<file path="src/rtl/trail_stack.sv">
// Assignment trail for the DPLL core: a stack of (variable, value, type) entries
// with decision-level tracking and a hardware backtrack that unwinds to the last decision.
module trail_stack #(
  parameter int DEPTH = 128,
  parameter int VAR_W = 9,
  localparam int CNT_W = $clog2(DEPTH + 1)
) (
  input  logic             clk,
  input  logic             reset,
  input  logic             push,
  input  logic             pop,
  input  logic             backtrack,
  input  logic             t_type,
  input  logic             val,
  input  logic [VAR_W-1:0] variable,
  output logic             busy,
  output logic             out_valid,
  output logic             last,
  output logic             type_out,
  output logic             val_out,
  output logic [VAR_W-1:0] variable_out,
  output logic             empty,
  output logic             full,
  output logic             done,
  output logic             unsat,
  output logic             overflow,
  output logic [CNT_W-1:0] count,
  output logic [CNT_W-1:0] level
);

  localparam int IDX_W = (DEPTH > 1) ? $clog2(DEPTH) : 1;
  localparam int ENT_W = VAR_W + 2;

  localparam logic [0:0] ST_IDLE      = 1'b0;
  localparam logic [0:0] ST_BACKTRACK = 1'b1;

  // Entry layout: {type, value, variable}; type 0 = decision, 1 = forced.
  logic [ENT_W-1:0] mem [DEPTH];

  logic [0:0]       state;
  logic             idle;
  logic [IDX_W-1:0] top_idx;
  logic [IDX_W-1:0] wr_idx;
  logic [ENT_W-1:0] top_ent;
  logic [ENT_W-1:0] new_ent;
  logic             top_is_d;
  logic             new_is_d;
  logic             cmd_ok;
  logic             bt_empty;
  logic             bt_start;
  logic             bt_pop;
  logic             bt_end;
  logic             do_replace;
  logic             do_push;
  logic             do_ovf;
  logic             do_pop;
  logic             emit;
  logic             wr_en;

  assign empty = (count == '0);
  assign full  = (count == CNT_W'(DEPTH));
  assign busy  = (state == ST_BACKTRACK);

  always_comb begin
    idle     = (state == ST_IDLE);
    top_idx  = empty ? '0 : IDX_W'(count - CNT_W'(1));
    top_ent  = mem[top_idx];
    top_is_d = ~top_ent[ENT_W-1];
    new_ent  = {t_type, val, variable};
    new_is_d = ~t_type;

    // backtrack outranks push/pop; everything is ignored while busy
    bt_empty   = idle && backtrack && empty;
    bt_start   = idle && backtrack && !empty;
    cmd_ok     = idle && !backtrack;
    do_replace = cmd_ok && push && pop && !empty;
    do_push    = cmd_ok && push && !do_replace && !full;
    do_ovf     = cmd_ok && push && !do_replace && full;
    do_pop     = cmd_ok && pop && !push && !empty;

    // The stack is never empty while in BACKTRACK: the sequence ends on the last entry
    bt_pop = !idle;
    bt_end = bt_pop && (top_is_d || (count == CNT_W'(1)));

    emit   = do_replace || do_pop || bt_pop;
    wr_en  = do_replace || do_push;
    wr_idx = do_replace ? top_idx : IDX_W'(count);
  end

  always_ff @(posedge clk) begin
    if (wr_en) begin
      mem[wr_idx] <= new_ent;
    end
  end

  always_ff @(posedge clk or posedge reset) begin
    if (reset) begin
      state        <= ST_IDLE;
      count        <= '0;
      level        <= '0;
      out_valid    <= 1'b0;
      last         <= 1'b0;
      done         <= 1'b0;
      type_out     <= 1'b0;
      val_out      <= 1'b0;
      variable_out <= '0;
      unsat        <= 1'b0;
      overflow     <= 1'b0;
    end else begin
      out_valid <= emit;
      last      <= bt_end;
      done      <= bt_end || bt_empty;

      if (emit) begin
        {type_out, val_out, variable_out} <= top_ent;
      end

      if (bt_empty) begin
        unsat <= 1'b1;
      end
      if (do_ovf) begin
        overflow <= 1'b1;
      end

      if (bt_start) begin
        state <= ST_BACKTRACK;
      end
      if (bt_end) begin
        state <= ST_IDLE;
        // Ending on a forced entry means the trail drained with no decision left
        if (!top_is_d) begin
          unsat <= 1'b1;
        end
      end

      if (do_push) begin
        count <= count + CNT_W'(1);
      end else if (do_pop || bt_pop) begin
        count <= count - CNT_W'(1);
      end

      if (do_push) begin
        level <= level + CNT_W'(new_is_d);
      end else if (do_replace) begin
        level <= level - CNT_W'(top_is_d) + CNT_W'(new_is_d);
      end else if (do_pop || bt_pop) begin
        level <= level - CNT_W'(top_is_d);
      end
    end
  end

endmodule

</file>
<file path="config.mk">
export PLATFORM = sky130hd
export DESIGN_NAME = trail_stack
export DESIGN_NICKNAME = d
export VERILOG_FILES = /design/src/rtl/trail_stack.sv
export SDC_FILE = /design/constraint.sdc
export NUM_CORES = 2
export LEC_CHECK = 0
export ABC_AREA = 1
export CAP_MARGIN = 10
export CORE_AREA = 2 2 372 374
export DETAILED_ROUTE_END_ITERATION = 10
export DIE_AREA = 0 0 374 376
export GPL_ROUTABILITY_DRIVEN = 0
export HOLD_SLACK_MARGIN = 0.12
export PLACE_DENSITY = 0.6
export SKIP_CTS_REPAIR_TIMING = 1
export SYNTH_ARGS = -nofsm -noshare
export SYNTH_HDL_FRONTEND = slang
export SYNTH_SLANG_ARGS = --single-unit
</file>
<file path="constraint.sdc">
create_clock -name clk -period 7.39 [get_ports clk]
set_input_delay 2.217 -clock clk [delete_from_list [all_inputs] [get_ports clk]]
set_output_delay 2.217 -clock clk [all_outputs]
set_load 0.005 [all_outputs]
</file>
* Yosys cells after proc, flatten, opt, wreduce, memory -nomap -nowiden
Memory sizes are Yosys's and may differ from the RTL's. Index checks and enable logic that the tools add are counted. Widths: inputs -> output; s select.
Cells by class: bitwise logic cells 3, mux-type cells 14, equal/unequal tests 2, add/subtract/negate cells 5, reductions and logical operators 29
Operator list (count):
- $mux 8 | 5
- $add 8x1->8 | 2
- $logic_and 1x1->1 | 14
- $mux 7 | 2
- $add 8x1->8 const B | 1
- $eq 8x1->1 const B | 1
- $eq 8x8->1 const B | 1
- $logic_not 8->1 | 1
- $sub 8x1->8 | 1
- $sub 8x1->8 const B | 1
- $mux 1 | 7
- $logic_or 1x1->1 | 6
- $logic_not 1->1 | 5
- $reduce_bool 2->1 | 2
- $not 1->1 | 3
- $reduce_bool 3->1 | 1
Storage, ports and cells: memories kept 1, input port bits 16, output and inout bits 35, memory bits (writable) 1408, register bits 33, word-level logic and storage cells 65
Memories:
- mem | words 128, width 11, rd ports 1, clocked after memory_dff 0, wr ports 1, line 38 | logic [ENT_W-1:0] mem [DEPTH];

* Depth between registers and ports, before layout
word-level depth 11, depth in mapped cells 30, gate-level depth less buffers 26

* Worst setup path after synthesis
Ideal clock, no wire load.
path kind register to register, start point reg count[0], end point reg level[6], arrival 4.276 ns, buffers on the path 4, setup slack 2.987 ns, clock period less this slack 4.403 ns, library setup time 0.127 ns, stages on the path, launching flop included 30, cell sequence dfrtp_1 > buf_2 > inv_1 > clkbuf_1 > clkbuf_1 > ha_1 > nand2_4 > inv_1 > nand2_4 > nand2_4 > clkbuf_1 > nand3_1 > nand3_1 > nand3_1 > nand3_1 > nand3_1 > nand3_1 > nand2_1 > ha_1 > ha_1 > inv_1 > ha_1 > inv_1 > nor3_1 > nand3_1 > a21oi_1 > xor2_1 > mux2i_1 > nand2_1 > o21ai_0
On the way: cells in the longest elaborated chain, start to end 8, elaborated cells between the ends (all ways) 20, those cells by class 3 x add/sub; 1 x eq/ne; 4 x mux; 1 x bitwise; 10 x reduce/logical; 1 x memory
Ends and longest elaborated chain:
- start: declaration | line 27 | output logic [CNT_W-1:0] count,
- start signal: assignment | line 137 | count <= count + CNT_W'(1);
- start signal: assignment | line 139 | count <= count - CNT_W'(1);
- $sub 8x1->8 or $logic_not 8->1 (tied branches)
- $mux 7 | line 66 | top_idx = empty ? '0 : IDX_W'(count - CNT_W'(1));
- $mem_v2 128x11
- $not 1->1 | line 68 | top_is_d = ~top_ent[ENT_W-1];
- $sub 8x1->8 | line 145, 147
- $add 8x1->8 or $mux 8 (tied branches) | line 145, 146
- $mux 8 | line 144 | end else if (do_replace) begin
- $mux 8 | line 142 | if (do_push) begin
- end signal: assignment | line 143 | level <= level + CNT_W'(new_is_d);
- end signal: assignment | line 145 | level <= level - CNT_W'(top_is_d) + CNT_W'(new_is_d);
- end signal: assignment | line 147 | level <= level - CNT_W'(top_is_d);
- end: declaration | line 28 | output logic [CNT_W-1:0] level
Several ways; a longest one is shown, not always the timed one. The select of a mux whose other input is x is not followed. A chain may end at the register's enable or synchronous reset.

* Worst setup path after layout
Same ends and word-level chain as after synthesis.

==> results.md <==
* Final setup vio count at 0
* Top Family by Delay on Critical Path: simple AND/OR/NAND/NOR gates
* Worst Skew at 0.0312 ns
* Fraction of final layout cells sized beyond drive strength 1 at under 10%
* Critical path arrival at around 6.7 ns
* Final worst path period share at 82.3%
* Cell variety after synth at 40
* Static leakage at 25.1 nW
* Final-layout fill cell count at 12000
* Detailed Place HPWL at between 90 and 100 mm
* Critical-path cell with the highest stage delay: sky130_fd_sc_hd__dfrtp_1
* Top area cells in the synthesized netlist: sky130_fd_sc_hd__edfxtp_1 69%, sky130_fd_sc_hd__nand3_1 6.7%, sky130_fd_sc_hd__o211ai_1 6.4%, sky130_fd_sc_hd__nand2_1 6.1%, sky130_fd_sc_hd__inv_1 4.4%
* FF/Latch Area at 43100 sq um
* Time the final worst path needs with I/O delays and setup at 6.08 ns
* Number of antenna violations at the first check in global routing at 6
* RSZ-0062 raised after global routing: false
* Worst vdd rail ir drop at 0.588 mV
* Area enclosed by the die boundary at ~140000 sq um
* Gr usage total at 23.4%
* Number of maximum-capacitance constraint violations at 0
* Cell type with the largest total area after synthesis: sky130_fd_sc_hd__edfxtp_1
* Vias per cell at 5.52
* Proportion of synthesized chip area in sequential cells at 70.6%
* Kind of launch point of the worst setup path: flop
* EDFF count, synth at 1408
* Total number of nets in the final design at approximately 5200
* Skew-Pair Late Insertion Delay at a little under 0.8 ns
* Critical Setup Path Class: reg2reg
* Count of placed standard cells in the final layout, fillers left out at 7092
* IO Count at 51
* Pre-antenna DRT Iters at 8
* Via count of the first global-routing pass at 37200
* Port buffer count at 50
* Fin. Hold Viols at 0
* Initial standard-cell utilization of the core at 44.7%
* Share of synthesized flip-flops with an asynchronous set or reset at 2.29%
* Reg clk slew, reported paths at about 0.06 ns
* Power per Cell Area at 446 nW/um^2
* Buffer depth of the longest clock path at 3
* FF+latch count, synth at 1441
* Worst-case register-to-register setup slack at 1.31 ns
* Total number of H-tree levels at 4
* Buffer cell driving the clock tree root: sky130_fd_sc_hd__clkbuf_16
* Most repeated library cell on the critical path: sky130_fd_sc_hd__nand3_1
* Summed instance area of the synthesized netlist at 61100 sq um
* Total wirelength of the detailed-routed design at 165 mm
* Pin count of the biggest net entering global routing at between 150 and 200
* Relative slew slack at roughly a fifth
* Achievable Freq at 164 MHz
* Average routed wire per standard cell at 23.3 um
* Area share of the largest cell type after synthesis at between 60 and 70%
* Chip width at 374 um
* Max FO, Critical Path at 102
* Number of synthesis warnings at 0
* Multi-input gate area in the final layout at 13900 sq um
* Clock tree from TritonCTS: yes
* Grt ovf at 0
* Synthesized netlist cell count at just over 5000
* Floorplan core area at 137000 sq um
* Cell Rows at 136
* DRC violation total after the first TritonRoute iteration at roughly 4700
* Total placed cells including tap cells at ~6800
* Remaining number of nets flagged by the antenna check after routing at 0
* Syn_nets at 5223
* Type of destination of the critical path: flop
* Vias post-DR at 39200
* # DRC at 0
* Class of the most critical hold timing path: reg2reg
* Clock tree sinks at 1441
* Slew at the pin closest to its max-slew limit at 1.19 ns
* Count of final max-slew check failures at 0
* Final setup TNS at 0 ns
* Die Y-Extent at 376 um
* Run status: finished, final reports clean
* Area growth, synth to finish at 11.6%
* Top FF cell, synth: sky130_fd_sc_hd__edfxtp_1
* Endpoint required time on the critical path at 8.04 ns
* WP buf/inv at 5
* Number of buffers created by CTS at ~150
* Largest incremental delay on the critical path at between 0.7 and 0.8 ns
* Average size of a mapped cell at 11.8 sq um
* First-pass GRT wire length at 244 mm
[layer usage]
layer	GRT usage (%)	vias to the layer above	share of wire [%]
li1	-	18200	-
met1	33.8	19100	44
met2	35.7	1626	45
met3	3.92	283	7.9
met4	8.43	0	3.4
met5	0	-	0
[cell families (layout without fill, tap and decap cells)]
family	after synthesis	count (layout)	synth area share, %
adders and majority gates	9	9	0.184
xor gates and xnor gates	18	18	0.258
buffers and inverters	1042	1140	6.82
muxes	1	1	0.0164
and+or+nand+nor	2104	2104	15.1
other	0	2	0
AOI/OAI and AO/OA	583	583	7.01
DFF	1441	1441	70.6
[sequential cells by signal (all words and copies together) (netlist names)]
signal / count
out_valid: 1
busy: 1
mem: 1408
level: 8
done: 1
unsat: 1
type_out: 1
val_out: 1
variable_out: 9
count: 8
last: 1
overflow: 1
[cells in the mapped netlist, types with 11 or more instances]
cell type                  number
sky130_fd_sc_hd__o21ai_0       19
sky130_fd_sc_hd__nor2_1       186
sky130_fd_sc_hd__or2_2         64
sky130_fd_sc_hd__inv_1        716
sky130_fd_sc_hd__nand2_1      995
sky130_fd_sc_hd__nand2_2       11
sky130_fd_sc_hd__edfxtp_1    1408
sky130_fd_sc_hd__buf_2        166
sky130_fd_sc_hd__xor2_1        15
sky130_fd_sc_hd__dfrtp_1       33
sky130_fd_sc_hd__nand3_1      820
sky130_fd_sc_hd__clkbuf_1     108
sky130_fd_sc_hd__buf_1         34
sky130_fd_sc_hd__o211ai_1     523
[cell usage in the layout, fill, tap and decap left out, types with 3 or more instances in the layout]
cell type / instances
sky130_fd_sc_hd__o211ai_1: 523
sky130_fd_sc_hd__nand2_2: 10
sky130_fd_sc_hd__clkbuf_1: 24
sky130_fd_sc_hd__clkinv_2: 18
sky130_fd_sc_hd__or2_2: 64
sky130_fd_sc_hd__edfxtp_1: 1408
sky130_fd_sc_hd__a21oi_1: 10
sky130_fd_sc_hd__xor2_1: 15
sky130_fd_sc_hd__o221ai_1: 3
sky130_fd_sc_hd__inv_2: 5
sky130_fd_sc_hd__buf_6: 9
sky130_fd_sc_hd__bufinv_16: 17
sky130_fd_sc_hd__a31oi_1: 6
sky130_fd_sc_hd__nor3_1: 5
sky130_fd_sc_hd__clkinvlp_4: 6
sky130_fd_sc_hd__inv_1: 715
sky130_fd_sc_hd__buf_4: 100
sky130_fd_sc_hd__dfrtp_1: 33
sky130_fd_sc_hd__nand4_1: 5
sky130_fd_sc_hd__clkinv_1: 35
sky130_fd_sc_hd__nor2_4: 9
sky130_fd_sc_hd__clkdlybuf4s50_1: 39
sky130_fd_sc_hd__buf_12: 10
sky130_fd_sc_hd__nand2_1: 995
sky130_fd_sc_hd__o21ai_1: 9
sky130_fd_sc_hd__nand3_1: 820
sky130_fd_sc_hd__o2111ai_1: 4
sky130_fd_sc_hd__clkbuf_16: 154
sky130_fd_sc_hd__ha_1: 9
sky130_fd_sc_hd__xnor2_1: 3
sky130_fd_sc_hd__o21ai_0: 19
sky130_fd_sc_hd__inv_6: 5
sky130_fd_sc_hd__a22oi_1: 3
sky130_fd_sc_hd__nor2_1: 185
[area by class of cell]
class / instances / share of cell area [%]
multi-input combinational: 2715 / 20.3
timing repair buffer: 158 / 2.12
antenna: 2 / 0.00734
inverter: 723 / 3.99
sequential: 1441 / 63.2
clock inverter: 81 / 1.23
clock buffer: 178 / 5.79
tap: 1794 / 3.29
[metrics by stage]
step	hold WS [ns]	cell area (sq um)	worst slack, ns	power [W]	util, %
detailed placement	0.475	63400	1.31	0.0229	46.4
floorplan	0.463	61100	2.99	0.0179	-
finish	0.482	68200	1.31	0.0304	49.9
global route	0.506	68200	1.06	0.0318	49.9
global placement	0.464	63400	1.34	0.0228	46.4
CTS	0.488	68200	1.37	0.0303	49.9
[where the power goes]
part | switching, W | total [W] | internal (W)
Sequential | 0.000136 | 0.00925 | 0.00911
Combinational | 0.00984 | 0.0137 | 0.00387
Clock | 0.00308 | 0.00746 | 0.00438
[final timing paths]
| path | start | endpoint | cells past startpoint |
|---|---|---|---|
| max | count[0]$_DFFE_PP0P_ | level[6]$_DFFE_PP0P_ | 26 |
| min | overflow$_DFFE_PP0P_ | overflow$_DFFE_PP0P_ | 1 |
| max reg2reg | count[0]$_DFFE_PP0P_ | level[6]$_DFFE_PP0P_ | 26 |
| min reg2reg | overflow$_DFFE_PP0P_ | overflow$_DFFE_PP0P_ | 1 |
| max in group asynchronous | reset | count[4]$_DFFE_PP0P_ | 3 |
| min in group asynchronous | reset | level[2]$_DFFE_PP0P_ | 3 |
Power figures use the tool's default switching activity.
